File: config.mk
export PLATFORM = sky130hd
export DESIGN_NAME = mem_arbiter
export DESIGN_NICKNAME = d
export VERILOG_FILES = /design/src/rtl/mem_arbiter_pkg.sv /design/src/rtl/mem_arbiter.sv
export SDC_FILE = /design/constraint.sdc
export NUM_CORES = 1
export LEC_CHECK = 0
export CAP_MARGIN = 20
export CORE_ASPECT_RATIO = 2
export CORE_MARGIN = 2
export CORE_UTILIZATION = 40
export CTS_CLUSTER_DIAMETER = 100
export DETAILED_ROUTE_END_ITERATION = 8
export PLACE_DENSITY = 0.79
export RECOVER_POWER = 100
export SYNTH_ARGS = -nofsm -noshare
export SYNTH_HDL_FRONTEND = slang
export SYNTH_SLANG_ARGS = --single-unit
File: constraint.sdc
create_clock -name clk -period 12.1 [get_ports clk]
set_input_delay 3.63 -clock clk [delete_from_list [all_inputs] [get_ports clk]]
set_output_delay 3.63 -clock clk [all_outputs]
set_load 0.01 [all_outputs]
File: src/rtl/mem_arbiter_pkg.sv
// Shared types for the unified-memory arbiter: FSM state codes and bus-owner codes.
package mem_arbiter_pkg;

  localparam int MEM_ARB_STATE_WIDTH = 2;

  typedef enum logic [MEM_ARB_STATE_WIDTH-1:0] {
    MEM_ARB_IDLE = 2'd0,
    MEM_ARB_REQ  = 2'd1,
    MEM_ARB_WAIT = 2'd2
  } state_t;

  typedef enum logic {
    MEM_ARB_OWN_IF  = 1'b0,
    MEM_ARB_OWN_MEM = 1'b1
  } owner_t;

endpackage

File: src/rtl/mem_arbiter.sv
// Arbitrates fetch and data ports onto one single-port memory bus (IDLE/REQ/WAIT).
// Define MEM_ARB_ROUND_ROBIN_EN for round-robin contention; default is data-over-fetch.
module mem_arbiter
  import mem_arbiter_pkg::*;
#(
  parameter int ADDR_WIDTH = 32,
  parameter int DATA_WIDTH = 32
) (
  input  logic                    clk,
  input  logic                    rst,
  input  logic                    if_req,
  input  logic [ADDR_WIDTH-1:0]   if_addr,
  input  logic                    flush_if,
  output logic [DATA_WIDTH-1:0]   if_rdata,
  output logic                    if_valid,
  input  logic                    mem_req,
  input  logic                    mem_wr,
  input  logic [ADDR_WIDTH-1:0]   mem_addr,
  input  logic [DATA_WIDTH-1:0]   mem_wdata,
  input  logic [DATA_WIDTH/8-1:0] mem_be,
  output logic [DATA_WIDTH-1:0]   mem_rdata,
  output logic                    mem_valid,
  output logic                    stall_if,
  output logic                    stall_mem,
  output logic                    bus_req,
  output logic                    bus_we,
  output logic [ADDR_WIDTH-1:0]   bus_addr,
  output logic [DATA_WIDTH-1:0]   bus_wdata,
  output logic [DATA_WIDTH/8-1:0] bus_be,
  input  logic                    bus_gnt,
  input  logic                    bus_rvalid,
  input  logic [DATA_WIDTH-1:0]   bus_rdata
);

  state_t state;
  owner_t owner;
  logic   discard;
  logic   if_elig;
  logic   mem_elig;
  logic   pick_mem;

  // A port whose response is on the wire this cycle is masked so its held req is not re-issued.
  assign if_elig  = if_req & ~if_valid;
  assign mem_elig = mem_req & ~mem_valid;

`ifdef MEM_ARB_ROUND_ROBIN_EN
  owner_t last_gnt;
  assign pick_mem = mem_elig & (~if_elig | (last_gnt == MEM_ARB_OWN_IF));

  always_ff @(posedge clk or posedge rst) begin
    if (rst) begin
      last_gnt <= MEM_ARB_OWN_IF;
    end else if (state == MEM_ARB_IDLE && (if_elig | mem_elig)) begin
      last_gnt <= pick_mem ? MEM_ARB_OWN_MEM : MEM_ARB_OWN_IF;
    end
  end
`else
  assign pick_mem = mem_elig;
`endif

  assign stall_if  = ~rst & if_req & ~if_valid;
  assign stall_mem = ~rst & mem_req & ~mem_valid;

  always_ff @(posedge clk or posedge rst) begin
    if (rst) begin
      state     <= MEM_ARB_IDLE;
      owner     <= MEM_ARB_OWN_IF;
      discard   <= 1'b0;
      if_rdata  <= '0;
      if_valid  <= 1'b0;
      mem_rdata <= '0;
      mem_valid <= 1'b0;
      bus_req   <= 1'b0;
      bus_we    <= 1'b0;
      bus_addr  <= '0;
      bus_wdata <= '0;
      bus_be    <= '0;
    end else begin
      if_valid  <= 1'b0;
      mem_valid <= 1'b0;
      case (state)
        MEM_ARB_IDLE: begin
          if (if_elig | mem_elig) begin
            state   <= MEM_ARB_REQ;
            bus_req <= 1'b1;
            if (pick_mem) begin
              owner     <= MEM_ARB_OWN_MEM;
              bus_we    <= mem_wr;
              bus_addr  <= mem_addr;
              bus_wdata <= mem_wdata;
              bus_be    <= mem_be;
              discard   <= 1'b0;
            end else begin
              owner     <= MEM_ARB_OWN_IF;
              bus_we    <= 1'b0;
              bus_addr  <= if_addr;
              bus_wdata <= '0;
              bus_be    <= '1;
              discard   <= flush_if;
            end
          end
        end
        MEM_ARB_REQ: begin
          if (owner == MEM_ARB_OWN_IF && flush_if) discard <= 1'b1;
          if (bus_gnt) begin
            bus_req <= 1'b0;
            state   <= MEM_ARB_WAIT;
          end
        end
        MEM_ARB_WAIT: begin
          if (owner == MEM_ARB_OWN_IF && flush_if) discard <= 1'b1;
          if (bus_rvalid) begin
            state   <= MEM_ARB_IDLE;
            discard <= 1'b0;
            if (owner == MEM_ARB_OWN_MEM) begin
              mem_valid <= 1'b1;
              if (!bus_we) mem_rdata <= bus_rdata;
            end else if (!(discard | flush_if)) begin
              // A flush arriving with the completion still kills the response.
              if_valid <= 1'b1;
              if_rdata <= bus_rdata;
            end
          end
        end
        default: state <= MEM_ARB_IDLE;
      endcase
    end
  end

endmodule

==> results_dict.tcl <==
set metrics [dict create \
    clock.fmax_ghz 0.101 \
    via_per_inst 4.94 \
    utilization_pct 63.7 \
    core_mm2 0.0142 \
    tightest_slew_ns 3.66 \
    postCtsHoldBufs 0 \
    critPathLaunch "mem_req" \
    seq_area_frac_synth_pct 61.0 \
    synth_ff_type "dfrtp_1" \
    grt.total_usage_pct 21.0 \
    mappedNetlistArea_mm2 0.00574 \
    synthDistinctLibCells 33 \
    leakage_nw 4.03 \
    required_ns 8.47 \
    cp.arrival_ns 6.27 \
    min_path_cells 1 \
    worst_r2r_endpoint "bus_addr[29]" \
    synthCells 440 \
    min_to "mem_rdata[7]" \
    r2r_cells 5 \
    rrSetupSlack_ns 7.77 \
    peakVddDrop_mv 0.139 \
    antenna_found_initial 1 \
    violations "max-capacitance violations, max-slew violations" \
    clock_sinks 140 \
    clk_latency_ns 0.41 \
    path_class "in2out" \
    cts_buffers 17 \
    cap_violations 8 \
    max-slew-margin-rel_pct -144 \
    antenna_left 0 \
    p_per_area_mw_per_mm2 243 \
    setup_viol 0 \
    syn-num-nets 585 \
    cp-end-kind "primary output" \
    finalHoldViolCount 0 \
    avgRoutedWirePerCell_um 17.4 \
    setup_tns_ns 0 \
    min_period_over_period_pct 81.8 \
    clkTransAtPathRegs_ns 0.06 \
    die_area_mm2 0.0154 \
    io_buffers 277 \
    area_growth_pct 57.5 \
    gp_congestion 0.757 \
    grt_overflow_total 0 \
    clock-root-buffer "clkbuf_16" \
    dpl.hpwl_um 11600 \
    drt_pre_antenna_iters 4 \
    cts_tree "yes" \
    vias 4542 \
    wirelength_um 16000 \
    cts_buffer_depth 2 \
    dieWidth_um 88.7 \
    cp_max_fo 38 \
    drt_iter0_drc 100 \
    rsz0062_at_grt "false" \
    grt_max_degree 73 \
    rows 62 \
    grt_pass1_vias 4654 \
    slew_violations 386 \
    fin_crit_ns 9.90 \
    regArea_mm2 0.00350 \
    grt_pass1_wl_um 24500 \
    die_y_um 173 \
    io_pins 278 \
    fin_skew_ns 0.00797 \
    async_flop_share_pct 100 \
    timing.rr.start "mem_valid" \
    start_util_pct 40.4 \
    status "complete, but fails checks" \
    cts_setup_buffers 0 \
    min_from "mem_rdata[7]" \
    synth_area_per_cell_um2 13.0 \
    nets 861 \
    drc_errors 0 \
    worstHoldPathType "reg2reg" \
    synth_edf_count 0 \
    n_fill_cell 1139 \
    cts_resized 0 \
    htree_levels 4 \
    multi_input_area_mm2 0.00189 \
    synth_seq_cells 140 \
    yosysWarnings 0 \
    cp-start-kind "input pin" \
    layout-drive-gt1-share_pct 9.77 \
]
-- worst max-delay path by stage --
stage	slack [ns]	to	depth (start not counted)
final	2.20	stall_mem	5
after global routing	1.84	bus_wdata[28]	3
after CTS	3.35	stall_mem	5
after detailed placement	3.36	stall_mem	5
after global placement	3.36	stall_mem	5
after floorplan	4.26	stall_mem	4
-- kinds of logic after synthesis --
logic type                 count (synthesis)  share of synthesized area [%]
buffers and inverters                     34                           3.99
and+or+nand+nor                          114                           8.33
adders and majority gates                  5                           1.09
muxes                                     65                           14.7
AOI/OAI and AO/OA                         82                           10.9
DFF                                      140                           61.0
-- through the flow --
stage	area [µm²]	total power (W)	instances	setup WS, ns	hold slack (ns)
global route	9040	0.00234	920	1.84	0.509
detailed placement	8620	0.00183	889	3.36	0.492
global placement	8620	0.00180	889	3.36	0.468
floorplan	5740	0.00127	440	4.26	0.529
CTS	9200	0.00236	919	3.35	0.507
finish	9040	0.00220	920	2.20	0.485
-- registers in the layout, summed over array words and instances (netlist names) --
| name | count |
|---|---|
| bus_addr | 32 |
| bus_wdata | 32 |
| if_rdata | 32 |
| mem_rdata | 32 |
| bus_be | 4 |
| state | 2 |
| bus_req | 1 |
| bus_we | 1 |
| discard | 1 |
| if_valid | 1 |
| mem_valid | 1 |
| owner | 1 |
-- cell usage in the layout, fill, tap and decap left out, types with 2 or more instances in the layout --
| cell type | count |
|---|---|
| dfrtp_1 | 140 |
| nor2b_1 | 3 |
| inv_1 | 4 |
| clkdlybuf4s50_1 | 136 |
| o22a_1 | 4 |
| ha_1 | 5 |
| clkbuf_16 | 17 |
| nor2_1 | 35 |
| clkinv_2 | 5 |
| o21ai_0 | 3 |
| dlygate4sd3_1 | 141 |
| a22o_1 | 33 |
| nand2b_1 | 4 |
| clkinv_4 | 2 |
| a31oi_1 | 34 |
| mux2_1 | 30 |
| clkbuf_1 | 8 |
| bufinv_16 | 3 |
| mux2_2 | 34 |
| a21oi_1 | 4 |
| nand2_1 | 68 |
-- power by group --
group	total, W	internal [W]	switching [W]
clock network	0.000514	0.000321	0.000193
registers	0.000798	0.000685	0.000114
logic	0.000886	0.000486	0.000400
-- synth_stat cells, types with 2 or more instances --
library cell	count	area, µm²
o22a_1	4	35.0
nor2b_1	3	18.8
buf_2	15	75.1
a22o_1	33	289
mux2_2	34	383
mux2_4	30	450
clkbuf_1	2	7.51
nand2b_1	4	25.0
ha_1	5	62.6
buf_12	3	60.1
a31oi_1	34	213
buf_1	3	11.3
a21oi_1	3	15.0
dfrtp_1	140	3500
buf_6	4	45.0
nor2_1	35	131
inv_1	5	18.8
nand2_1	68	255
-- final cells by class --
type / count / area share, %
diodes: 1 / 0.0277
clock buffers: 18 / 4.75
clock inverters: 12 / 1.65
inverters: 6 / 0.263
multi-input cells: 266 / 20.9
flip-flops and latches: 140 / 38.7
well taps: 192 / 2.66
repair buffers: 285 / 31.0
-- per-layer routing --
layer / GRT usage (%) / wire length, µm
met5: 0 / 0
met4: 6.57 / 167
met3: 10.5 / 2170
met2: 33.0 / 7570
met1: 24.7 / 6090
-- critical path, cell delays in order --
cell and delay, ns:
dlygate4sd3_1 0.55, nand2b_1 0.08, clkbuf_1 1.29, nor2_1 0.04
dlygate4sd3_1 0.67
Power figures use the tool's default switching activity.
